File: config.mk
export PLATFORM = sky130hd
export DESIGN_NAME = imm_encode_unit_flat
export DESIGN_NICKNAME = d
export VERILOG_FILES = /design/src/rtl/imm_encode_unit_if.sv /design/src/rtl/imm_encode_unit.sv /design/src/flat_wrapper.sv
export SDC_FILE = /design/constraint.sdc
export NUM_CORES = 1
export LEC_CHECK = 0
export ABC_AREA = 1
export BUFFER_PORTS_ARGS = -buffer_cell sky130_fd_sc_hd__buf_2
export CAP_MARGIN = 15
export CORE_UTILIZATION = 50
export DETAILED_ROUTE_END_ITERATION = 16
export PLACE_DENSITY = 0.89
export REMOVE_ABC_BUFFERS = 1
export SETUP_SLACK_MARGIN = 0.3
export SLEW_MARGIN = 10
export SYNTH_ARGS = -nofsm -noshare
export SYNTH_HDL_FRONTEND = slang
export SYNTH_SLANG_ARGS = --single-unit
File: constraint.sdc
create_clock -name clk -period 6.2 [get_ports clk]
set_input_delay 0.31 -clock clk [delete_from_list [all_inputs] [get_ports clk]]
set_output_delay 0.31 -clock clk [all_outputs]
set_load 0.02 [all_outputs]
File: src/rtl/imm_encode_unit_if.sv
// ----------------------------------------------------------------------------
// imm_encode_unit_if
//   Bundles the request side, the response (FIFO head) side and the status
//   outputs of imm_encode_unit into one interface.
//
//   Request side  : in_valid, in_ready, in_fmt, in_base, in_imm
//   Response side : out_valid, out_ready, out_instr, out_err
//   Status        : level (FIFO occupancy), err_cnt (saturating error count)
//
//   master : the agent that issues requests and consumes encoded words
//   slave  : the encoder itself
// ----------------------------------------------------------------------------
interface imm_encode_unit_if #(
    parameter int DEPTH = 2,
    parameter int CNT_W = 16
);
    localparam int LVL_W = $clog2(DEPTH + 1);

    // Request
    logic             in_valid;
    logic             in_ready;
    logic [1:0]       in_fmt;
    logic [31:0]      in_base;
    logic [31:0]      in_imm;

    // Response
    logic             out_valid;
    logic             out_ready;
    logic [31:0]      out_instr;
    logic             out_err;

    // Status
    logic [LVL_W-1:0] level;
    logic [CNT_W-1:0] err_cnt;

    modport master (
        output in_valid, in_fmt, in_base, in_imm, out_ready,
        input  in_ready, out_valid, out_instr, out_err, level, err_cnt
    );

    modport slave (
        input  in_valid, in_fmt, in_base, in_imm, out_ready,
        output in_ready, out_valid, out_instr, out_err, level, err_cnt
    );
endinterface

File: src/rtl/imm_encode_unit.sv
// ----------------------------------------------------------------------------
// imm_encode_unit
//   Inverse of the datapath immediate extender. A signed 32-bit immediate is
//   scattered into the I/S/B/J immediate bit positions of a base instruction,
//   range/alignment checked, and queued in a DEPTH-entry FIFO. Decoding the
//   queued word with immsrc = in_fmt returns in_imm whenever out_err = 0.
//
//   Ports
//     clk    : rising-edge clock
//     reset  : asynchronous, active-high reset (empties FIFO, clears err_cnt)
//     bus    : imm_encode_unit_if.slave
//       in_valid/in_ready          request handshake
//       in_fmt                     00 I, 01 S, 10 B, 11 J
//       in_base                    instruction; immediate positions ignored
//       in_imm                     signed immediate to encode
//       out_valid/out_ready        FIFO head handshake
//       out_instr/out_err          head entry (both 0 when empty)
//       level                      FIFO occupancy
//       err_cnt                    accepted erroneous entries, saturating
// ----------------------------------------------------------------------------
module imm_encode_unit #(
    parameter int DEPTH = 2,
    parameter int CNT_W = 16
) (
    input  logic            clk,
    input  logic            reset,
    imm_encode_unit_if.slave bus
);

    localparam int PTR_W = (DEPTH > 1) ? $clog2(DEPTH) : 1;
    localparam int LVL_W = $clog2(DEPTH + 1);

    localparam logic [PTR_W-1:0] LAST_PTR = PTR_W'(DEPTH - 1);
    localparam logic [LVL_W-1:0] FULL_LVL = LVL_W'(DEPTH);

    typedef enum logic [1:0] {
        FMT_I = 2'b00,
        FMT_S = 2'b01,
        FMT_B = 2'b10,
        FMT_J = 2'b11
    } fmt_e;

    typedef struct packed {
        logic [31:0] instr;
        logic        err;
    } entry_t;

    // ------------------------------------------------------------------
    // Encoder
    // ------------------------------------------------------------------
    fmt_e        fmt;
    logic [31:0] imm;
    entry_t      enc;

    // The immediate fits a format when every bit above the format's sign
    // bit replicates that sign bit.
    logic fits_12;  // I/S: imm[31:11] all equal
    logic fits_13;  // B  : imm[31:12] all equal
    logic fits_21;  // J  : imm[31:20] all equal

    assign fmt     = fmt_e'(bus.in_fmt);
    assign imm     = bus.in_imm;
    assign fits_12 = (imm[31:11] == {21{imm[11]}});
    assign fits_13 = (imm[31:12] == {20{imm[12]}});
    assign fits_21 = (imm[31:20] == {12{imm[20]}});

    // NOTE: every variable driven in an always_comb gets a default on entry,
    // so no path through the case leaves it unassigned and no latch appears.
    always_comb begin
        // Start from the base word; each format overwrites only its
        // immediate fields, so every other base bit passes straight through.
        enc.instr = bus.in_base;
        enc.err   = 1'b0;
        unique case (fmt)
            FMT_I: begin
                enc.instr[31:20] = imm[11:0];
                enc.err          = !fits_12;
            end
            FMT_S: begin
                enc.instr[31:25] = imm[11:5];
                enc.instr[11:7]  = imm[4:0];
                enc.err          = !fits_12;
            end
            FMT_B: begin
                enc.instr[31]    = imm[12];
                enc.instr[30:25] = imm[10:5];
                enc.instr[11:8]  = imm[4:1];
                enc.instr[7]     = imm[11];
                enc.err          = !fits_13 || imm[0];
            end
            FMT_J: begin
                enc.instr[31]    = imm[20];
                enc.instr[30:21] = imm[10:1];
                enc.instr[20]    = imm[11];
                enc.instr[19:12] = imm[19:12];
                enc.err          = !fits_21 || imm[0];
            end
            default: ;
        endcase
    end

    // ------------------------------------------------------------------
    // FIFO control
    // ------------------------------------------------------------------
    entry_t           mem_q [DEPTH];
    logic [PTR_W-1:0] wr_ptr_q, wr_ptr_d;
    logic [PTR_W-1:0] rd_ptr_q, rd_ptr_d;
    logic [LVL_W-1:0] level_q, level_d;
    logic [CNT_W-1:0] err_cnt_q, err_cnt_d;

    logic in_ready;
    logic out_valid;
    logic push;
    logic pop;

    // in_ready depends on registered occupancy only: a pop in the same cycle
    // does not open a slot until the following cycle.
    assign in_ready  = (level_q != FULL_LVL);
    assign out_valid = (level_q != '0);
    assign push      = bus.in_valid && in_ready;
    assign pop       = out_valid && bus.out_ready;

    // Pointers wrap modulo DEPTH, which need not be a power of two.
    function automatic logic [PTR_W-1:0] next_ptr(input logic [PTR_W-1:0] p);
        return (p == LAST_PTR) ? '0 : p + PTR_W'(1);
    endfunction

    always_comb begin
        wr_ptr_d  = wr_ptr_q;
        rd_ptr_d  = rd_ptr_q;
        level_d   = level_q;
        err_cnt_d = err_cnt_q;

        if (push) begin
            wr_ptr_d = next_ptr(wr_ptr_q);
        end
        if (pop) begin
            rd_ptr_d = next_ptr(rd_ptr_q);
        end

        // Simultaneous push and pop leave the occupancy unchanged.
        unique case ({push, pop})
            2'b10:   level_d = level_q + LVL_W'(1);
            2'b01:   level_d = level_q - LVL_W'(1);
            default: level_d = level_q;
        endcase

        if (push && enc.err && (err_cnt_q != '1)) begin
            err_cnt_d = err_cnt_q + CNT_W'(1);
        end
    end

    // NOTE: state registers use non-blocking assignments so every flop
    // samples its _d value from before the edge, independent of block order.
    always_ff @(posedge clk or posedge reset) begin
        if (reset) begin
            wr_ptr_q  <= '0;
            rd_ptr_q  <= '0;
            level_q   <= '0;
            err_cnt_q <= '0;
        end else begin
            wr_ptr_q  <= wr_ptr_d;
            rd_ptr_q  <= rd_ptr_d;
            level_q   <= level_d;
            err_cnt_q <= err_cnt_d;
        end
    end

    // NOTE: the storage array carries no reset; an entry is only ever read
    // after it has been written, and level_q masks stale contents.
    always_ff @(posedge clk) begin
        if (push) begin
            mem_q[wr_ptr_q] <= enc;
        end
    end

    // ------------------------------------------------------------------
    // Outputs
    // ------------------------------------------------------------------
    entry_t head;

    assign head          = mem_q[rd_ptr_q];
    assign bus.in_ready  = in_ready;
    assign bus.out_valid = out_valid;
    assign bus.out_instr = out_valid ? head.instr : 32'h0;
    assign bus.out_err   = out_valid ? head.err   : 1'b0;
    assign bus.level     = level_q;
    assign bus.err_cnt   = err_cnt_q;

endmodule

File: src/flat_wrapper.sv
// flat-port wrapper written by rule: the top's interface ports become plain ports
module imm_encode_unit_flat 
#(
    parameter int DEPTH = 2,
    parameter int CNT_W = 16
)
  (clk, reset, bus_in_valid, bus_in_fmt, bus_in_base, bus_in_imm, bus_out_ready, bus_in_ready, bus_out_valid, bus_out_instr, bus_out_err, bus_level, bus_err_cnt);
  imm_encode_unit_if #(.DEPTH(DEPTH), .CNT_W(CNT_W)) bus_i ();
  input  logic clk;
  input  logic reset;
  input wire logic [$bits(bus_i.in_valid)-1:0] bus_in_valid;
  input wire logic [$bits(bus_i.in_fmt)-1:0] bus_in_fmt;
  input wire logic [$bits(bus_i.in_base)-1:0] bus_in_base;
  input wire logic [$bits(bus_i.in_imm)-1:0] bus_in_imm;
  input wire logic [$bits(bus_i.out_ready)-1:0] bus_out_ready;
  output wire logic [$bits(bus_i.in_ready)-1:0] bus_in_ready;
  output wire logic [$bits(bus_i.out_valid)-1:0] bus_out_valid;
  output wire logic [$bits(bus_i.out_instr)-1:0] bus_out_instr;
  output wire logic [$bits(bus_i.out_err)-1:0] bus_out_err;
  output wire logic [$bits(bus_i.level)-1:0] bus_level;
  output wire logic [$bits(bus_i.err_cnt)-1:0] bus_err_cnt;
  assign bus_i.in_valid = bus_in_valid;
  assign bus_i.in_fmt = bus_in_fmt;
  assign bus_i.in_base = bus_in_base;
  assign bus_i.in_imm = bus_in_imm;
  assign bus_i.out_ready = bus_out_ready;
  assign bus_in_ready = bus_i.in_ready;
  assign bus_out_valid = bus_i.out_valid;
  assign bus_out_instr = bus_i.out_instr;
  assign bus_out_err = bus_i.out_err;
  assign bus_level = bus_i.level;
  assign bus_err_cnt = bus_i.err_cnt;
  imm_encode_unit #(.DEPTH(DEPTH), .CNT_W(CNT_W)) u_core (.clk(clk), .reset(reset), .bus(bus_i));
endmodule
==> results of run 1 <==
==> placed cells by master, fill, tap and decap left out <==
| master | netlist | routed |
|---|---|---|
| xor2_1 | 13 | 13 |
| nor4_2 | 2 | 2 |
| nand4_4 | 1 | 1 |
| clkbuf_8 | 0 | 9 |
| inv_1 | 23 | 23 |
| o21ai_0 | 4 | 4 |
| a22oi_1 | 1 | 1 |
| nor4_1 | 4 | 4 |
| clkinv_1 | 1 | 1 |
| nor2_4 | 1 | 3 |
| nand2_2 | 20 | 20 |
| nand3_2 | 2 | 2 |
| dfrtp_1 | 20 | 20 |
| xnor2_1 | 4 | 4 |
| nand4_1 | 3 | 3 |
| inv_6 | 0 | 4 |
| nand2_1 | 180 | 180 |
| inv_2 | 2 | 2 |
| nor3_1 | 3 | 3 |
| or2_0 | 1 | 1 |
| nor2_1 | 38 | 35 |
| edfxtp_1 | 66 | 66 |
| or2_2 | 2 | 2 |
| nand3_1 | 15 | 15 |
| buf_4 | 0 | 1 |
| nor2_2 | 0 | 1 |
| clkinvlp_4 | 0 | 2 |
| inv_8 | 0 | 1 |
| ha_1 | 6 | 6 |
| buf_2 | 1 | 115 |
| a21oi_1 | 38 | 38 |
==> registers in the layout, summed over array words and instances, names as in the netlist <==
signal,cells
u_core.bus.err_cnt,16
u_core.bus.level,2
u_core.mem_q,66
u_core.rd_ptr_q,1
u_core.wr_ptr_q,1
==> worst paths after layout <==
check | from | end | slack, ns
setup reg to reg | u_core.bus.level[0] | u_core.mem_q[1][32] | 4.24
max in group asynchronous | reset | u_core.bus.err_cnt[11] | 5.63
min in group clk | bus_in_imm[5] | u_core.mem_q[1][26] | 0.14
setup / recovery | u_core.rd_ptr_q | bus_out_instr[22] | 2.98
hold / removal | reset | u_core.bus.level[1] | 0.08
hold reg to reg | u_core.bus.err_cnt[15] | u_core.bus.err_cnt[15] | 0.54
==> cell families after synthesis <==
| kind of cell | count (synthesis) |
|---|---|
| DFF | 86 |
| xor gates and xnor gates | 17 |
| adders and majority gates | 6 |
| AOI/OAI and AO/OA | 43 |
| buffers and inverters | 41 |
| and+or+nand+nor | 272 |
==> stage by stage <==
step / utilization [%] / hold slack [ns] / setup slack (ns)
finish: 61.9 / 0.0843 / 2.98
global route: 61.9 / 0.125 / 2.79
CTS: 61.9 / 0.102 / 3.00
detailed placement: 59.7 / 0.491 / 3.40
global placement: 59.7 / 0.471 / 3.35
floorplan: - / 0.274 / 3.44
==> layer usage <==
metal	up-vias	wire length [um]	part of all wire, %	global-route usage [%]
met1	1661	4110	42	28.9
met2	166	4890	49	40.7
met5	-	0	0	0
met4	0	148	1.5	8.21
li1	1745	-	-	-
met3	14	756	7.6	4.19
==> critical path: stages, from the launching register on <==
cell and delay, ns:
dfrtp_1 1.12, inv_1 0.85, nand2_1 0.26, a21oi_1 0.11
buf_2 0.18
==> layout make-up <==
type | instances | share of cell area, %
Clock buffer | 9 | 2.42
Clock inverter | 7 | 1.20
Inverter | 26 | 1.91
Multi-Input combinational cell | 338 | 31.9
Sequential cell | 86 | 48.6
Tap cell | 105 | 2.57
Timing Repair Buffer | 116 | 11.4
==> report_power, final <==
group / total [mW] / switching (mW) / internal (mW)
logic: 0.851 / 0.589 / 0.262
registers: 0.868 / 0.0954 / 0.772
clock network: 0.374 / 0.220 / 0.154
==> results.sh, run 1 <==
export IMPL_synth_avg_cell_area_um2=9.21
export IMPL_ios=123
export IMPL_dp_final_hpwl_um=6890
export IMPL_synth_top_cells_by_count="180 x nand2_1, 66 x edfxtp_1, 38 x a21oi_1, 38 x nor2_1, 23 x inv_1"
export IMPL_area_growth_pct=19.4
export IMPL_leakage_nw=2.36
export IMPL_clkLatencyLatePin_ns=0.35
export IMPL_syn_area_mm2=0.00428
export IMPL_cts_max_path_buffers=2
export IMPL_cp_end_kind="output pin"
export IMPL_fin_crit_ns=3.22
export IMPL_synth_seq_cells=86
export IMPL_ant_nets=0
export IMPL_grt_pass1_wl_um=15800
export IMPL_hold_class="input pin to async pin"
export IMPL_synth_edff_count=66
export IMPL_yosys_top_cells_area="edfxtp_1 46%, nand2_1 16%, dfrtp_1 12%"
export IMPL_cts_setup_buffers=0
export IMPL_num_vias=3586
export IMPL_synth_main_ff_cell="edfxtp_1"
export IMPL_wire_per_inst_um=14.4
export IMPL_drt_total_wl_um=9910
export IMPL_yosysTopAreaCellShare_pct=46.3
export IMPL_initial_core_util_pct=51.8
export IMPL_clock_root_buffer="clkbuf_8"
export IMPL_dp_cells=671
export IMPL_grt_total_usage_pct=23.3
export IMPL_gp_congestion=0.902
export IMPL_overflow=0
export IMPL_r2r_cells=4
export IMPL_setup_viol=0
export IMPL_synth_async_reset_ratio_pct=23.3
export IMPL_start_kind="flip-flop"
export IMPL_ys_warnings_count=0
export IMPL_finalMaxSlewViolations=0
export IMPL_synth_cell_types=29
export IMPL_critPathRequiredTime_ns=5.89
export IMPL_nets=653
export IMPL_portBuffers=115
export IMPL_fp_dieH_um=94.5
export IMPL_skew_ns=0.00860
export IMPL_dieArea_mm2=0.00893
export IMPL_num_rows=33
export IMPL_cts_buffers=9
export IMPL_hold_violations=0
export IMPL_cts_hold_buf=0
export IMPL_maxSlewHeadroom_pct=22.1
export IMPL_antenna_found_initial=0
export IMPL_core_area_mm2=0.00826
export IMPL_critPathKind="flip-flop to output pin"
export IMPL_path_clk_slew_ns=0.09
export IMPL_yosys_area_top_type="edfxtp_1"
export IMPL_die_x_um=94.5
export IMPL_antenna_cells=0
export IMPL_powerDensity_mw_per_mm2=409
export IMPL_setup_tns_ns=0
export IMPL_synthMuxAreaShare_pct=0
export IMPL_finalCritPeriodShare_pct=52.0
export IMPL_drv_cap=0
export IMPL_power_total_mw=2.09
export IMPL_synth_fa_ha_area_share_pct=1.75
export IMPL_synth_compound_area_share_pct=5.09
export IMPL_vias_per_cell=5.22
export IMPL_rsz0062_at_grt="no"
export IMPL_cts_resized_gates=0
export IMPL_fin_area_mm2=0.00511
export IMPL_ir_drop_uv=171
export IMPL_synth_most_common_cell="nand2_1"
export IMPL_layoutNonFillerInstCount=687
export IMPL_multiInputGateArea_mm2=0.00163
export IMPL_worst_slew_pin_slew_ns=1.17
export IMPL_dr_pass1_iters=5
export IMPL_fill_cells=680
export IMPL_drc=0
export IMPL_synth_top_family_by_area="simple AND/OR/NAND/NOR gates"
export IMPL_status="finished clean"
export IMPL_cts_sinks=86
export IMPL_dr_first_iter_drc_count=195
export IMPL_cts_tree="built"
export IMPL_final_seq_area_mm2=0.00248
export IMPL_crit_path_max_fanout=35
export IMPL_grt_pass1_vias=3337
export IMPL_ys_seq_area_share_pct=58.0
export IMPL_drive_gt1_share_pct=28.4
export IMPL_fmax_ghz=0.310
export IMPL_post_dp_cell_area_mm2=0.00493
export IMPL_grt_max_degree=36
export IMPL_cts_max_level=3
export IMPL_synth_xor_area_share_pct=3.48
export IMPL_synthSimpleGateAreaFrac_pct=27.4
export IMPL_cp_arrival_ns=2.91
export IMPL_netlist_instances=465
Power figures use the tool's default switching activity.
==> inputs of run 2 (changes only) <==
--- a/config.mk
+++ b/config.mk
@@ -8,9 +8,9 @@
 export ABC_AREA = 1
 export BUFFER_PORTS_ARGS = -buffer_cell sky130_fd_sc_hd__buf_2
 export CAP_MARGIN = 15
-export CORE_UTILIZATION = 50
+export CORE_UTILIZATION = 47
 export DETAILED_ROUTE_END_ITERATION = 16
-export PLACE_DENSITY = 0.89
+export PLACE_DENSITY = 0.88
 export REMOVE_ABC_BUFFERS = 1
 export SETUP_SLACK_MARGIN = 0.3
 export SLEW_MARGIN = 10
==> constraint.sdc (replaced) <==
create_clock -name clk -period 2.9 [get_ports clk]
set_input_delay 0.145 -clock clk [delete_from_list [all_inputs] [get_ports clk]]
set_output_delay 0.145 -clock clk [all_outputs]
set_load 0.02 [all_outputs]
==> results.sh, run 2 (same netlist as run 1, synthesis figures left out) <==
export IMPL_status="finished clean"
export IMPL_finalCritPeriodShare_pct=74.1
export IMPL_dr_first_iter_drc_count=220
export IMPL_drive_gt1_share_pct=28.0
export IMPL_critPathKind="flip-flop to output pin"
export IMPL_p_int_mw=2.64
export IMPL_ios=123
export IMPL_skew_ns=0.0148
export IMPL_drt_total_wl_um=10400
export IMPL_maxSlewHeadroom_pct=49.9
export IMPL_dr_pass1_iters=5
export IMPL_antenna_found_initial=0
export IMPL_p_seq_share_pct=38.9
export IMPL_drv_cap=0
export IMPL_core_area_mm2=0.00876
export IMPL_layout_common_cells="180 x nand2_1, 115 x buf_2, 66 x edfxtp_1"
export IMPL_dp_final_hpwl_um=7000
export IMPL_cp_end_kind="output pin"
export IMPL_num_vias=3675
export IMPL_grt_total_usage_pct=22.1
export IMPL_combinationalPowerShare_pct=42.5
export IMPL_worst_slew_pin_slew_ns=0.751
export IMPL_nets=671
export IMPL_grt_max_degree=35
export IMPL_place_ws_ns=0.986
export IMPL_cts_buffers=9
export IMPL_hold_slack_ns=0.0662
export IMPL_crit_path_max_fanout=18
export IMPL_path_clk_slew_ns=0.09
export IMPL_power_total_mw=4.58
export IMPL_die_x_um=97.4
export IMPL_setup_slack_ns=0.750
export IMPL_overflow=0
export IMPL_hold_violations=0
export IMPL_setup_viol=0
export IMPL_mostFrequentLayoutCell="nand2_1"
export IMPL_cts_sinks=86
export IMPL_powerDensity_mw_per_mm2=866
export IMPL_antenna_cells=0
export IMPL_vias_per_cell=5.20
export IMPL_fp_dieH_um=97.4
export IMPL_ant_nets=0
export IMPL_fin_crit_ns=2.15
export IMPL_portBuffers=115
export IMPL_leakage_nw=2.45
export IMPL_multiInputGateArea_mm2=0.00163
export IMPL_fmax_ghz=0.465
export IMPL_wire_per_inst_um=14.7
export IMPL_setup_tns_ns=0
export IMPL_dieArea_mm2=0.00949
export IMPL_p_clk_share_pct=18.6
export IMPL_num_rows=34
export IMPL_area_growth_pct=23.7
export IMPL_critPathRequiredTime_ns=2.76
export IMPL_initial_core_util_pct=48.8
export IMPL_fill_cells=745
export IMPL_clkLatencyLatePin_ns=0.37
export IMPL_gp_congestion=0.859
export IMPL_p_sw_mw=1.94
export IMPL_clock_root_buffer="clkbuf_8"
export IMPL_top_register="u_core.mem_q"
export IMPL_start_kind="flip-flop"
export IMPL_finalMaxSlewViolations=0
export IMPL_drc=0
export IMPL_largest_reg_flops=66
export IMPL_cts_max_path_buffers=2
export IMPL_grt_pass1_vias=3466
export IMPL_cp_arrival_ns=2.01
export IMPL_hold_class="input pin to flip-flop"
export IMPL_cts_tree="built"
export IMPL_rsz0062_at_grt="no"
export IMPL_grt_pass1_wl_um=16600
export IMPL_ir_drop_uv=542
export IMPL_final_seq_area_mm2=0.00248
export IMPL_switching_share_pct=42.4
export IMPL_cts_max_level=3
## run 2: changes by cell type in the layout (fill, tap and decap cells not counted)
cell	change
clkinv_4	+1
dlygate4sd3_1	+14
bufinv_16	+1
clkinv_2	+1
buf_4	+4
clkinvlp_4	-1
inv_6	-3
## run 2: per-stage QoR
stage          cell area [um2]  cells  util, %
3_3_place_gp              4960    678     56.6
5_1_grt                   5300    707     60.4
6_report                  5300    707     60.4
3_5_place_dp              4960    678     56.6
2_1_floorplan             4200    450        -
4_1_cts                   5300    707     60.4
## run 2: worst max-delay path: stages (launching register included)
cell and delay [ns]:
dfrtp_1 0.39, inv_1 0.43, buf_4 0.34, nand2_1 0.09
a21oi_1 0.18, buf_2 0.21
## run 2: power groups by stage
stage	Sequential, mW	Combinational, mW	Clock (mW)
floorplan	1.88	1.14	0
finish	1.78	1.95	0.853
detailed placement	1.81	1.93	0
global route	1.80	2.11	0.911
global placement	1.79	1.87	0
CTS	1.78	1.95	0.867
## run 2: timing repair
action,4_1_cts,5_1_grt
gates resized for setup,0,0
endpoints found under the hold margin,46,0
hold buffers,14,0
setup buffers,0,0
## run 2: per-layer routing
metal	track usage [%]	wire length [um]
met1	27.3	4210
met2	38.1	5300
met3	6.04	809
met4	6.22	111
met5	0	0
## run 2: final cells by class
cell class	instances	share of cell area (%)
Sequential cell	86	46.9
Multi-Input combinational cell	338	30.8
Timing Repair Buffer	134	14.2
Tap cell	108	2.55
Clock buffer	9	2.34
Inverter	26	1.84
Clock inverter	6	1.35
## run 2: path summary, 6_finish.rpt
check | from | slack, ns | end | cells after the start
worst max-delay path | u_core.rd_ptr_q | 0.75 | bus_out_instr[4] | 5
worst min-delay path | bus_in_base[18] | 0.07 | u_core.mem_q[0][19] | 3
worst max register to register | u_core.bus.level[0] | 1.00 | u_core.mem_q[1][32] | 5
worst min register to register | u_core.bus.err_cnt[15] | 0.53 | u_core.bus.err_cnt[15] | 2
max in group asynchronous | reset | 1.97 | u_core.wr_ptr_q | 3
min in group asynchronous | reset | 0.45 | u_core.bus.err_cnt[4] | 3
==> inputs of run 3 (changes only) <==
--- a/config.mk
+++ b/config.mk
@@ -5,12 +5,12 @@
 export SDC_FILE = /design/constraint.sdc
 export NUM_CORES = 1
 export LEC_CHECK = 0
-export ABC_AREA = 1
+export ABC_AREA = 0
 export BUFFER_PORTS_ARGS = -buffer_cell sky130_fd_sc_hd__buf_2
 export CAP_MARGIN = 15
-export CORE_UTILIZATION = 47
+export CORE_UTILIZATION = 50
 export DETAILED_ROUTE_END_ITERATION = 16
-export PLACE_DENSITY = 0.88
+export PLACE_DENSITY = 0.9
 export REMOVE_ABC_BUFFERS = 1
 export SETUP_SLACK_MARGIN = 0.3
 export SLEW_MARGIN = 10
==> constraint.sdc (replaced) <==
create_clock -name clk -period 2.1 [get_ports clk]
set_input_delay 0.105 -clock clk [delete_from_list [all_inputs] [get_ports clk]]
set_output_delay 0.105 -clock clk [all_outputs]
set_load 0.02 [all_outputs]
==> results.sh, run 3 <==
export IMPL_mostFrequentLayoutCell="buf_2"
export IMPL_grt_total_usage_pct=22.3
export IMPL_skew_ns=0.00735
export IMPL_drt_total_wl_um=9060
export IMPL_grt_pass1_vias=3085
export IMPL_netlist_instances=301
export IMPL_nets=525
export IMPL_yosysTopAreaCellShare_pct=50.3
export IMPL_p_sw_mw=2.60
export IMPL_switching_share_pct=39.3
export IMPL_dp_cells=519
export IMPL_synth_edff_count=66
export IMPL_place_ws_ns=-0.0171
export IMPL_reg2reg_slack_ns=0.28
export IMPL_cts_buffers=9
export IMPL_layoutNonFillerInstCount=556
export IMPL_cts_sinks=86
export IMPL_top_register="u_core.mem_q"
export IMPL_core_area_mm2=0.00769
export IMPL_ios=123
export IMPL_rsz0062_at_grt="yes"
export IMPL_r2r_cells=8
export IMPL_leakage_nw=2.26
export IMPL_finalMaxSlewViolations=0
export IMPL_dp_final_hpwl_um=5930
export IMPL_ir_drop_uv=980
export IMPL_cts_max_path_buffers=2
export IMPL_fin_crit_ns=1.82
export IMPL_initial_core_util_pct=51.3
export IMPL_num_rows=32
export IMPL_area_growth_pct=32.8
export IMPL_dieArea_mm2=0.00824
export IMPL_p_seq_share_pct=37.4
export IMPL_hold_path_startpoint="bus_in_base[12]"
export IMPL_dr_pass1_iters=5
export IMPL_fill_cells=557
export IMPL_portBuffers=115
export IMPL_finalCritPeriodShare_pct=86.7
export IMPL_drive_gt1_share_pct=39.6
export IMPL_critPathKind="flip-flop to flip-flop"
export IMPL_drv_cap=0
export IMPL_fmax_ghz=0.549
export IMPL_synth_seq_cells=86
export IMPL_gp_congestion=0.850
export IMPL_hold_class="input pin to flip-flop"
export IMPL_fp_dieH_um=90.8
export IMPL_cp_arrival_ns=2.07
export IMPL_yosys_top_cells_area="edfxtp_1 50%, dfrtp_1 13%, mux2i_1 8.6%"
export IMPL_path_clk_slew_ns=0.10
export IMPL_powerDensity_mw_per_mm2=1260
export IMPL_synth_avg_cell_area_um2=13.1
export IMPL_cp_end_kind="flip-flop"
export IMPL_yosys_area_top_type="edfxtp_1"
export IMPL_p_clk_share_pct=18.8
export IMPL_critical_path_cell_chain="ha_2 > and4_4 > nand3_4 > nor3_4 > nor4_4 > bufbuf_16 > nand3_2 > xnor2_1"
export IMPL_layout_common_cells="115 x buf_2, 66 x edfxtp_1, 42 x nor2_1"
export IMPL_p_int_mw=4.01
export IMPL_synth_async_reset_ratio_pct=23.3
export IMPL_crit_path_top_delay_cell="dfrtp_1"
export IMPL_cts_tree="built"
export IMPL_synth_cell_types=32
export IMPL_drc=0
export IMPL_antenna_found_initial=0
export IMPL_grt_pass1_wl_um=14100
export IMPL_overflow=0
export IMPL_syn_area_mm2=0.00394
export IMPL_max_stage_delay_ns=0.40
export IMPL_vias_per_cell=5.27
export IMPL_start_kind="flip-flop"
export IMPL_wire_per_inst_um=16.3
export IMPL_hold_violations=0
export IMPL_antenna_cells=0
export IMPL_ys_warnings_count=0
export IMPL_holdPathStages=2
export IMPL_ys_seq_area_share_pct=63.0
export IMPL_critPathRequiredTime_ns=2.35
export IMPL_synth_most_common_cell="edfxtp_1"
export IMPL_largest_reg_flops=66
export IMPL_num_vias=2932
export IMPL_r2r_start="u_core.bus.err_cnt[1]"
export IMPL_status="finished clean"
export IMPL_crit_path_max_fanout=5
export IMPL_combinationalPowerShare_pct=43.9
export IMPL_ant_nets=0
export IMPL_clkLatencyLatePin_ns=0.36
export IMPL_synth_main_ff_cell="edfxtp_1"
export IMPL_grt_max_degree=34
export IMPL_critPathLaunch="u_core.bus.err_cnt[1]"
export IMPL_final_util_pct=68.1
export IMPL_die_x_um=90.8
export IMPL_setup_slack_ns=0.279
export IMPL_dr_first_iter_drc_count=111
export IMPL_worst_slew_pin_slew_ns=0.765
export IMPL_setup_viol=0
export IMPL_clock_root_buffer="clkbuf_8"
export IMPL_maxSlewHeadroom_pct=48.9
export IMPL_cts_max_level=3
export IMPL_synth_top_cells_by_count="66 x edfxtp_1, 44 x nor2_1, 34 x mux2i_1, 20 x dfrtp_1, 19 x nand2_1"
-- run 3: changes by cell type in the layout (fill, tap and decap cells not counted), moves of 10 or more --
cell and delta:
inv_1 -14, nand2_2 -19, a21oi_1 -36, nand2_1 -163
xor2_1 -10, mux2i_1 +34, xnor2_1 +10
-- run 3: kinds of logic after synthesis --
group | Yosys count | share of synthesized area [%]
DFF | 86 | 63.0
AOI/OAI and AO/OA | 18 | 2.64
buffers and inverters | 21 | 2.38
and+or+nand+nor | 107 | 14.1
muxes | 45 | 11.8
xor gates and xnor gates | 18 | 4.19
adders and majority gates | 6 | 1.91
-- run 3: layer usage --
layer  vias to the layer above  GRT usage (%)  part of all wire, %
met5                         -              0                    0
li1                       1403              -                    -
met3                        16           3.87                  4.7
met1                      1407           24.6                   39
met2                       106           41.5                   55
met4                         0           10.1                  1.7
-- run 3: through the flow --
| step | instance area, um2 | hold WS, ns | setup TNS [ns] | total power, mW |
|---|---|---|---|---|
| detailed placement | 4730 | 0.280 | -0.0171 | 5.21 |
| global placement | 4730 | 0.261 | 0 | 5.12 |
| finish | 5230 | 0.0658 | 0 | 6.61 |
| floorplan | 3880 | 0.0688 | -29.57 | 4.21 |
| CTS | 5190 | 0.0551 | 0 | 6.58 |
| global route | 5230 | 0.0752 | 0 | 6.92 |
-- run 3: what timing repair did --
action / 4_1_cts / 5_1_grt
pin swaps: 3 / 5
hold endpoints to repair: 46 / 0
hold buffers: 14 / 0
resized for setup: 8 / 6
buffers inserted: 4 / 2
setup endpoints to repair: 16 / 14
cloned: 1 / 0
-- run 3: critical path: cells and delay by family (launching register included) --
| family | cells | cell delay (ns) |
|---|---|---|
| XOR/XNOR | 1 | 0.13 |
| adder cells (fa/ha/maj) | 1 | 0.21 |
| buffers and inverters | 1 | 0.32 |
| flip-flops | 1 | 0.40 |
| AND/OR/NAND/NOR | 5 | 0.65 |
-- run 3: final cells by class --
| cell class | instances | area [um2] | area share [%] |
|---|---|---|---|
| multi-input cells | 194 | 1430 | 27.3 |
| well taps | 102 | 128 | 2.44 |
| clock buffers | 9 | 124 | 2.37 |
| repair buffers | 149 | 945 | 18.0 |
| clock inverters | 7 | 88.8 | 1.70 |
| flip-flops and latches | 86 | 2480 | 47.5 |
| inverters | 9 | 33.8 | 0.645 |
-- run 3: worst paths after layout --
check,end
max,u_core.bus.err_cnt[6]
min,u_core.mem_q[1][13]
max reg2reg,u_core.bus.err_cnt[6]
min reg2reg,u_core.bus.err_cnt[15]
max in group asynchronous,u_core.rd_ptr_q
min in group asynchronous,u_core.bus.err_cnt[8]
-- run 3: power groups by stage --
stage	Combinational [mW]	Sequential [mW]	Clock, mW
after floorplan	1.50	2.71	0
after global placement	2.65	2.47	0
after detailed placement	2.71	2.50	0
after CTS	2.86	2.46	1.26
after global routing	3.10	2.50	1.32
final	2.90	2.47	1.24
